$ cat config.mk
export PLATFORM = sky130hd
export DESIGN_NAME = loop_recorder_ctrl_flat
export DESIGN_NICKNAME = d
export VERILOG_FILES = /design/src/rtl/loop_recorder_if.sv /design/src/rtl/loop_recorder_ctrl.sv /design/src/flat_wrapper.sv
export SDC_FILE = /design/constraint.sdc
export NUM_CORES = 1
export LEC_CHECK = 0
export CELL_PAD_IN_SITES_DETAIL_PLACEMENT = 1
export CELL_PAD_IN_SITES_GLOBAL_PLACEMENT = 2
export CORE_UTILIZATION = 31
export CTS_CLUSTER_SIZE = 16
export DETAILED_ROUTE_END_ITERATION = 12
export PLACE_DENSITY_LB_ADDON = 0.1
export REMOVE_ABC_BUFFERS = 1
export SLEW_MARGIN = 0
export SYNTH_ARGS = -nofsm -noshare
export SYNTH_HDL_FRONTEND = slang
export SYNTH_SLANG_ARGS = --single-unit
$ cat constraint.sdc
create_clock -name clk -period 3.15 [get_ports clk]
set_input_delay 0.315 -clock clk [delete_from_list [all_inputs] [get_ports clk]]
set_output_delay 0.315 -clock clk [all_outputs]
set_load 0.02 [all_outputs]
$ cat src/rtl/loop_recorder_if.sv
// Bus bundle between the loop recorder sequencer and its surroundings:
// sample source, buffer RAM port pair, DAC nibble and status.
interface loop_recorder_if #(
  parameter int unsigned ADDR_W = 16,
  parameter int unsigned DATA_W = 4
);
  logic              sample_stb;
  logic [DATA_W-1:0] sample_in;
  logic              rec_req;
  logic              play_req;
  logic              buf_we;
  logic [ADDR_W-1:0] buf_waddr;
  logic [DATA_W-1:0] buf_wdata;
  logic [ADDR_W-1:0] buf_raddr;
  logic [DATA_W-1:0] buf_rdata;
  logic [DATA_W-1:0] audio_out;
  logic [ADDR_W:0]   rec_len;
  logic [1:0]        state;
  logic              full;

  // Environment side: sample source, request buttons, RAM read data.
  modport master (
    output sample_stb, sample_in, rec_req, play_req, buf_rdata,
    input  buf_we, buf_waddr, buf_wdata, buf_raddr, audio_out, rec_len, state, full
  );

  // Sequencer side.
  modport slave (
    input  sample_stb, sample_in, rec_req, play_req, buf_rdata,
    output buf_we, buf_waddr, buf_wdata, buf_raddr, audio_out, rec_len, state, full
  );
endinterface

$ cat src/rtl/loop_recorder_ctrl.sv
// Record/playback sequencer for the audio sample buffer. Records strobed
// microphone samples into the buffer, then replays them as a seamless loop.
module loop_recorder_ctrl #(
  parameter int unsigned ADDR_W = 16,
  parameter int unsigned DATA_W = 4
) (
  input  logic           clk,
  input  logic           rst_n,
  loop_recorder_if.slave bus
);

  typedef enum logic [1:0] {
    StIdle   = 2'b00,
    StRecord = 2'b01,
    StPlay   = 2'b10
  } state_e;

  localparam logic [ADDR_W-1:0] AddrOne = {{(ADDR_W-1){1'b0}}, 1'b1};
  localparam logic [ADDR_W:0]   LenOne  = {{ADDR_W{1'b0}}, 1'b1};
  localparam logic [ADDR_W:0]   CapM1   = {1'b0, {ADDR_W{1'b1}}};

  state_e              state_q, state_d;
  logic                rec_req_q, rec_req_d;
  logic                play_req_q, play_req_d;
  logic [ADDR_W-1:0]   waddr_q, waddr_d;
  logic [ADDR_W:0]     count_q, count_d;
  logic                we_q, we_d;
  logic [DATA_W-1:0]   wdata_q, wdata_d;
  logic [ADDR_W-1:0]   raddr_q, raddr_d;
  logic [DATA_W-1:0]   audio_q, audio_d;
  logic [ADDR_W:0]     rec_len_q, rec_len_d;
  logic                full_q, full_d;

  logic                rec_rise, play_rise, full_hit;
  logic [ADDR_W:0]     len_m1;

  assign rec_rise  = bus.rec_req & ~rec_req_q;
  assign play_rise = bus.play_req & ~play_req_q;
  // The write committing this cycle is the one that fills the buffer.
  assign full_hit  = (state_q == StRecord) && we_q && (count_q == CapM1);
  assign len_m1    = rec_len_q - LenOne;

  // State and datapath registers with synchronous reset.
  always_ff @(posedge clk) begin
    if (!rst_n) begin
      state_q    <= StIdle;
      rec_req_q  <= 1'b1;
      play_req_q <= 1'b1;
      waddr_q    <= '0;
      count_q    <= '0;
      we_q       <= 1'b0;
      wdata_q    <= '0;
      raddr_q    <= '0;
      audio_q    <= '0;
      rec_len_q  <= '0;
      full_q     <= 1'b0;
    end else begin
      state_q    <= state_d;
      rec_req_q  <= rec_req_d;
      play_req_q <= play_req_d;
      waddr_q    <= waddr_d;
      count_q    <= count_d;
      we_q       <= we_d;
      wdata_q    <= wdata_d;
      raddr_q    <= raddr_d;
      audio_q    <= audio_d;
      rec_len_q  <= rec_len_d;
      full_q     <= full_d;
    end
  end

  // Next-state decode; RECORD wins when both requests rise together.
  always_comb begin
    state_d = state_q;
    case (state_q)
      StIdle: begin
        if (rec_rise) begin
          state_d = StRecord;
        end else if (play_rise && (rec_len_q != '0)) begin
          state_d = StPlay;
        end
      end
      StRecord: if (!bus.rec_req || full_hit) state_d = StIdle;
      StPlay:   if (!bus.play_req) state_d = StIdle;
      default:  state_d = StIdle;
    endcase
  end

  // Pointer, write-strobe, length and audio updates driven by the FSM.
  always_comb begin
    rec_req_d  = bus.rec_req;
    play_req_d = bus.play_req;
    waddr_d    = waddr_q;
    count_d    = count_q;
    we_d       = 1'b0;
    wdata_d    = wdata_q;
    raddr_d    = raddr_q;
    audio_d    = audio_q;
    rec_len_d  = rec_len_q;
    full_d     = full_q;

    if (state_q == StIdle && state_d == StRecord) begin
      waddr_d = '0;
      count_d = '0;
      full_d  = 1'b0;
    end
    if (state_q == StIdle && state_d == StPlay) begin
      raddr_d = '0;
    end

    if (state_q == StRecord) begin
      if (we_q) begin
        waddr_d = waddr_q + AddrOne;
        count_d = count_q + LenOne;
      end
      // A strobe landing on the exit cycle is dropped so no write leaks into IDLE.
      if (bus.sample_stb && state_d == StRecord) begin
        we_d    = 1'b1;
        wdata_d = bus.sample_in;
      end
      if (state_d == StIdle) begin
        rec_len_d = count_q + {{ADDR_W{1'b0}}, we_q};
        full_d    = full_hit;
      end
    end

    if (bus.sample_stb) begin
      if (state_q == StPlay) begin
        audio_d = bus.buf_rdata;
        raddr_d = ({1'b0, raddr_q} == len_m1) ? '0 : raddr_q + AddrOne;
      end else begin
        audio_d = bus.sample_in;
      end
    end
  end

  assign bus.buf_we    = we_q;
  assign bus.buf_waddr = waddr_q;
  assign bus.buf_wdata = wdata_q;
  assign bus.buf_raddr = raddr_q;
  assign bus.audio_out = audio_q;
  assign bus.rec_len   = rec_len_q;
  assign bus.state     = state_q;
  assign bus.full      = full_q;

endmodule

$ cat src/flat_wrapper.sv
// flat-port wrapper written by rule: the top's interface ports become plain ports
module loop_recorder_ctrl_flat 
#(
  parameter int unsigned ADDR_W = 16,
  parameter int unsigned DATA_W = 4
)
  (clk, rst_n, bus_sample_stb, bus_sample_in, bus_rec_req, bus_play_req, bus_buf_rdata, bus_buf_we, bus_buf_waddr, bus_buf_wdata, bus_buf_raddr, bus_audio_out, bus_rec_len, bus_state, bus_full);
  loop_recorder_if #(.ADDR_W(ADDR_W), .DATA_W(DATA_W)) bus_i ();
  input  logic clk;
  input  logic rst_n;
  input wire logic [$bits(bus_i.sample_stb)-1:0] bus_sample_stb;
  input wire logic [$bits(bus_i.sample_in)-1:0] bus_sample_in;
  input wire logic [$bits(bus_i.rec_req)-1:0] bus_rec_req;
  input wire logic [$bits(bus_i.play_req)-1:0] bus_play_req;
  input wire logic [$bits(bus_i.buf_rdata)-1:0] bus_buf_rdata;
  output wire logic [$bits(bus_i.buf_we)-1:0] bus_buf_we;
  output wire logic [$bits(bus_i.buf_waddr)-1:0] bus_buf_waddr;
  output wire logic [$bits(bus_i.buf_wdata)-1:0] bus_buf_wdata;
  output wire logic [$bits(bus_i.buf_raddr)-1:0] bus_buf_raddr;
  output wire logic [$bits(bus_i.audio_out)-1:0] bus_audio_out;
  output wire logic [$bits(bus_i.rec_len)-1:0] bus_rec_len;
  output wire logic [$bits(bus_i.state)-1:0] bus_state;
  output wire logic [$bits(bus_i.full)-1:0] bus_full;
  assign bus_i.sample_stb = bus_sample_stb;
  assign bus_i.sample_in = bus_sample_in;
  assign bus_i.rec_req = bus_rec_req;
  assign bus_i.play_req = bus_play_req;
  assign bus_i.buf_rdata = bus_buf_rdata;
  assign bus_buf_we = bus_i.buf_we;
  assign bus_buf_waddr = bus_i.buf_waddr;
  assign bus_buf_wdata = bus_i.buf_wdata;
  assign bus_buf_raddr = bus_i.buf_raddr;
  assign bus_audio_out = bus_i.audio_out;
  assign bus_rec_len = bus_i.rec_len;
  assign bus_state = bus_i.state;
  assign bus_full = bus_i.full;
  loop_recorder_ctrl #(.ADDR_W(ADDR_W), .DATA_W(DATA_W)) u_core (.clk(clk), .rst_n(rst_n), .bus(bus_i));
endmodule
-- After elaboration in Yosys (flattened, before gate mapping)
Index checks and enable logic that the tools add are counted.
- logic and storage cells: 60
- flip-flop bits (word level): 80
- output and inout port bits: 61
- bits of input ports: 13
- $add $sub $neg: 5
- reduce and logical (&&, ||, !) cells: 14
- bitwise gates (word level): 4
- equal/unequal tests: 6
- multiplexer cells: 20
- operators with widths (kind ; count):
    16-bit 2-to-1 mux ; 7
    17-bit 2-to-1 mux ; 3
    16-bit by 1-bit adder with 16-bit output (second input constant) ; 2
    17-bit by 1-bit adder with 17-bit output ; 1
    17-bit by 1-bit adder with 17-bit output (second input constant) ; 1
    16-bit by 17-bit equality test with 1-bit output ; 1
    17-bit by 16-bit equality test with 1-bit output (second input constant) ; 1
    17-bit nonzero test ; 1
    17-bit by 1-bit subtractor with 17-bit output (second input constant) ; 1
    2-bit 2-to-1 mux ; 4
    1-bit logical AND ; 6
    2-bit one-hot mux with 3 select lines ; 1
    2-bit AND reduction ; 3
    2-bit by 1-bit equality test with 1-bit output (second input constant) ; 2
    2-bit equality test (second input constant) ; 2
    2-bit zero test ; 2
    1-bit 2-to-1 mux ; 4
    4-bit 2-to-1 mux ; 1
    1-bit bitwise AND ; 2
    1-bit NOT ; 2
    1-bit zero test ; 1
    1-bit logical OR ; 1

-- Depth between registers and ports, before layout
- depth after elaboration: 11
- gate-level depth with buffers: 15
- depth with buffers taken out: 13

-- Worst setup path before layout
OpenSTA, ideal clock, no wires.
- path type: register to register
- from: reg u_core.count_q[7]
- to: reg u_core.rec_len_q[0], in the netlist u_core.bus.rec_len[0]
- setup time: 128 ps
- buffers on the path: 2
- required time: 3022 ps
- period minus slack after synthesis: 2855 ps
- setup slack: 295 ps
- data arrival time: 2728 ps
- stages on the path, launching flop included: 16
- path through: dfxtp_1 -> clkbuf_1 -> nand3_1 -> nor2_1 -> and3_1 -> nand4_1 -> nor2_1 -> ha_1 -> nand2_1 -> a21oi_1 -> nor3b_1 -> nor3_1 -> clkbuf_1 -> nor2_1 -> a21oi_1 -> nor2_1
- word-level cells in the longest chain between the ends: 7
- RTL lines (item ; RTL line ; RTL):
    from (decl) ; loop_recorder_ctrl.sv:26 ; logic [ADDR_W:0] count_q, count_d;
    from (signal assigned) ; loop_recorder_ctrl.sv:62 ; count_q <= count_d;
    17-bit by 16-bit equality test with 1-bit output ; loop_recorder_ctrl.sv:40 ; assign full_hit = (state_q == StRecord) && we_q && (count_q == CapM1);
    1-bit logical AND ; loop_recorder_ctrl.sv:40 ;
    1-bit logical OR ; loop_recorder_ctrl.sv:83 ; StRecord: if (!bus.rec_req || full_hit) state_d = StIdle;
    2-bit 2-to-1 mux ; loop_recorder_ctrl.sv:83 ;
    2-bit one-hot mux with 3 select lines ; loop_recorder_ctrl.sv:75 ; case (state_q)
    2-bit zero test ; loop_recorder_ctrl.sv:121 ; if (state_d == StIdle) begin
    2-bit AND reduction (no line) ; - ;
    to (signal assigned) ; loop_recorder_ctrl.sv:67 ; rec_len_q <= rec_len_d;
    to (decl) ; loop_recorder_ctrl.sv:31 ; logic [ADDR_W:0] rec_len_q, rec_len_d;
No other way between the ends.
A chain may end at the register's enable or synchronous reset.

-- Worst setup path after layout
- from: reg u_core.rec_len_q[0], in the netlist u_core.bus.rec_len[0]
- to: reg u_core.raddr_q[14], in the netlist u_core.bus.buf_raddr[14]
- word-level cells in the longest chain between the ends: 10
- elaborated cells on any way between the ends: 13
- those cells by class: 1 x add/sub; 2 x eq/ne; 7 x mux; 3 x reduce/logical
- RTL lines (item ; RTL line ; RTL):
    parallel branches: the longest is 9 deep, another holds 17-bit by 1-bit subtractor with 17-bit output ; - ;
    16-bit 2-to-1 mux * ; loop_recorder_ctrl.sv:127 ; if (bus.sample_stb) begin
    to (signal assigned) ; loop_recorder_ctrl.sv:65 ; raddr_q <= raddr_d;
    to (decl) ; loop_recorder_ctrl.sv:29 ; logic [ADDR_W-1:0] raddr_q, raddr_d;
Mark *: on every way between the ends.

==> results.txt <==
status - completed
worst hold path depth - 2
area of the multi-input gates - 0.002595 sq mm
Layout area overhead - 27.27%
Post-synth top cells - 87 x nor2_1, 80 x dfxtp_1, 43 x nand2_1, 29 x a21oi_1
first-pass GRT wire length - 22270 um
GR Util All Layers - 19.71%
Critical R2R Launch - u_core.bus.rec_len[0]
fill cell count - 1646
number of antenna violations at the first check in global routing - 0
core area - 0.01345 sq mm
crit path kind - register to register
Skew-Pair Late Insertion Delay - 350 ps
H-tree depth - 3
post-layout util - 41.19%
power per cell area - 424.2 mW/mm^2
Yosys cell types - 58
Reg area - 0.001602 sq mm
Pre-Repair DR Iteration Count - 4
Die W - 120.5 um
yosys warns - 0
total die area - 0.01452 sq mm
Total Neg Setup Slack - 0 ps
detailed-route DRC error count - 0
Worst Hold Class - register to register
hold path start - u_core.bus.buf_waddr[15]
cell taking the most area after synthesis - dfxtp_1
WL/cell - 16.96 um
CP startpoint kind - register
clock root buffer - clkbuf_16
post-synthesis cell area - 0.004354 sq mm
Longest Clk Path Bufs - 2
largest net degree at the start of global routing - 46
Peak VDD IR - 287.9 uV
TritonCTS clock tree - yes
Ant. Diodes - 0
post-synthesis sequential area ratio - 36.78%
Endpoint, Worst Hold - u_core.bus.buf_waddr[15]
# rows - 42
Worst Max-Slew Pin Slew - 857.1 ps
RSZ-0062 raised after global routing - no
IO Port Bufs - 73
top post-synthesis cells by area - dfxtp_1 37%, nor2_1 7.5%, xnor2_1 4.4%
DR vias - 4229
Clock transition at path regs - 60 ps
minimum clock period - 2821 ps
Yosys top cell area share - 36.78%
Data arrival, critical path - 3120 ps
final hold vios - 0
synthesis-stage register bit count - 80
syn avg cell area - 7.931 sq um
setup bufs post-CTS - 0
R2R depth - 9
CP required - 3440 ps
most common cell in the netlist - nor2_1
Fin Clk Skew - 7.109 ps
GP Congestion - 0.7827
vias in the first global route - 4252
r2r setup slk - 330 ps
final net count - 628
Synth Instances - 549
Routed WL - 13350 um
ys flop type - dfxtp_1
P_leak - 1.906 nW
final slew viol count - 0
Overflow after GRT - 0
TritonCTS Buffers - 9
worst rel slew slack - 42.77%
Via-to-Cell Ratio - 5.374
# clock sinks - 80
hpwl dp - 9547 um
ys async rst share - 0%
Max Freq - 354.5 MHz
Initial Utilization - 32.37%
setup violators final - 0
I/O Pins - 74
die height - 120.5 um
CP Max Fanout - 14
layout cells sized above 1 - 5.728%
initial drt markers - 169
CP Capture Type - register
Post-synth EDFFs - 0
Final ANT Viol Nets - 0
Tcrit/Tclk final - 89.56%
FF-to-FF End - u_core.bus.buf_raddr[14]
Max-Cap Viols - 0
## state kept, by name, summed over array words and instances (netlist names)
signal / flops
u_core.bus.buf_raddr: 16
u_core.bus.audio_out: 4
u_core.rec_req_q: 1
u_core.play_req_q: 1
u_core.bus.buf_we: 1
u_core.bus.state: 2
u_core.bus.buf_wdata: 4
u_core.count_q: 17
u_core.bus.buf_waddr: 16
u_core.bus.full: 1
u_core.bus.rec_len: 17
## metrics by stage
step	std cells	power (mW)	area, sq um	setup slack (ps)	hold WS [ps]
finish	787	2.351	5542	328.8	485.9
global route	787	2.451	5542	61.78	521.8
CTS	787	2.380	5534	249.8	491.6
detailed placement	773	1.293	5239	297.3	480.2
global placement	773	1.291	5239	377.2	467.6
floorplan	517	1.198	4218	-726.5	388.0
## per-layer routing
metal	up-vias	global-route usage [%]	part of all wire [%]
li1	2090	-	-
met1	2046	26.38	49
met2	79	31.32	46
met3	14	4.009	3.6
met4	0	6.944	1.5
met5	-	0	0
## worst max path at each step
stage	from	to	slack [ps]	cells after the start
finish	u_core.bus.rec_len[0]	u_core.bus.buf_raddr[14]	330	9
global placement	u_core.bus.rec_len[0]	u_core.bus.buf_raddr[3]	380	10
global route	u_core.count_q[7]	u_core.bus.rec_len[12]	60	13
floorplan	u_core.count_q[7]	u_core.bus.full	-730	12
CTS	u_core.bus.rec_len[0]	u_core.bus.buf_raddr[2]	250	10
detailed placement	u_core.bus.rec_len[0]	u_core.bus.buf_raddr[7]	300	10
## timing repair
action / CTS / global route
resized for setup: 0 / 2
endpoints found under the hold margin: 0 / 0
hold buffers: 0 / 0
setup endpoints to repair: 0 / 2
## critical path, cell delays in order (launching register included)
cell and delay (ps):
dfxtp_1 430, inv_1 90, ha_1 230, and2_1 190, a211o_1 310, a21boi_0 300, a2111oi_0 120, and4b_1 240
nor2_2 590, a221o_1 270
## report_power, final
part	internal, mW	switching [mW]	total [mW]
Combinational	0.0981	0.122	0.220
Sequential	1.03	0.0239	1.05
Clock	0.647	0.432	1.08
Total	1.77	0.578	2.35
## cells by family after synthesis
kind of cell    Yosys count  synth area share [%]
compound gates          114                 18.02
xor+xnor                 39                 7.845
fa+ha+maj                 7                 2.011
buf+inv                  41                 3.908
flops                    80                 36.78
mux                       9                 2.069
simple gates            259                 29.37
## layout by cell type, fill, tap and decap left out, drive strengths merged, types with 9 or more instances in the layout
master / n
clkbuf: 11
inv: 9
mux2i: 9
a21oi: 29
nor3: 23
nand4: 12
a211oi: 16
nand3: 27
xnor2: 22
dfxtp: 80
xor2: 17
nor2: 88
clkdlybuf4s50: 73
nand2: 43
a221o: 14
and2: 9
o21ai: 23
## final cells by class
type,count,area share [%]
Inverter,9,0.6096
Clock buffer,11,4.561
Timing Repair Buffer,80,14.36
Sequential cell,80,28.90
Multi-Input combinational cell,428,46.83
Clock inverter,3,0.7677
Tap cell,176,3.974
Power figures use the tool's default switching activity.
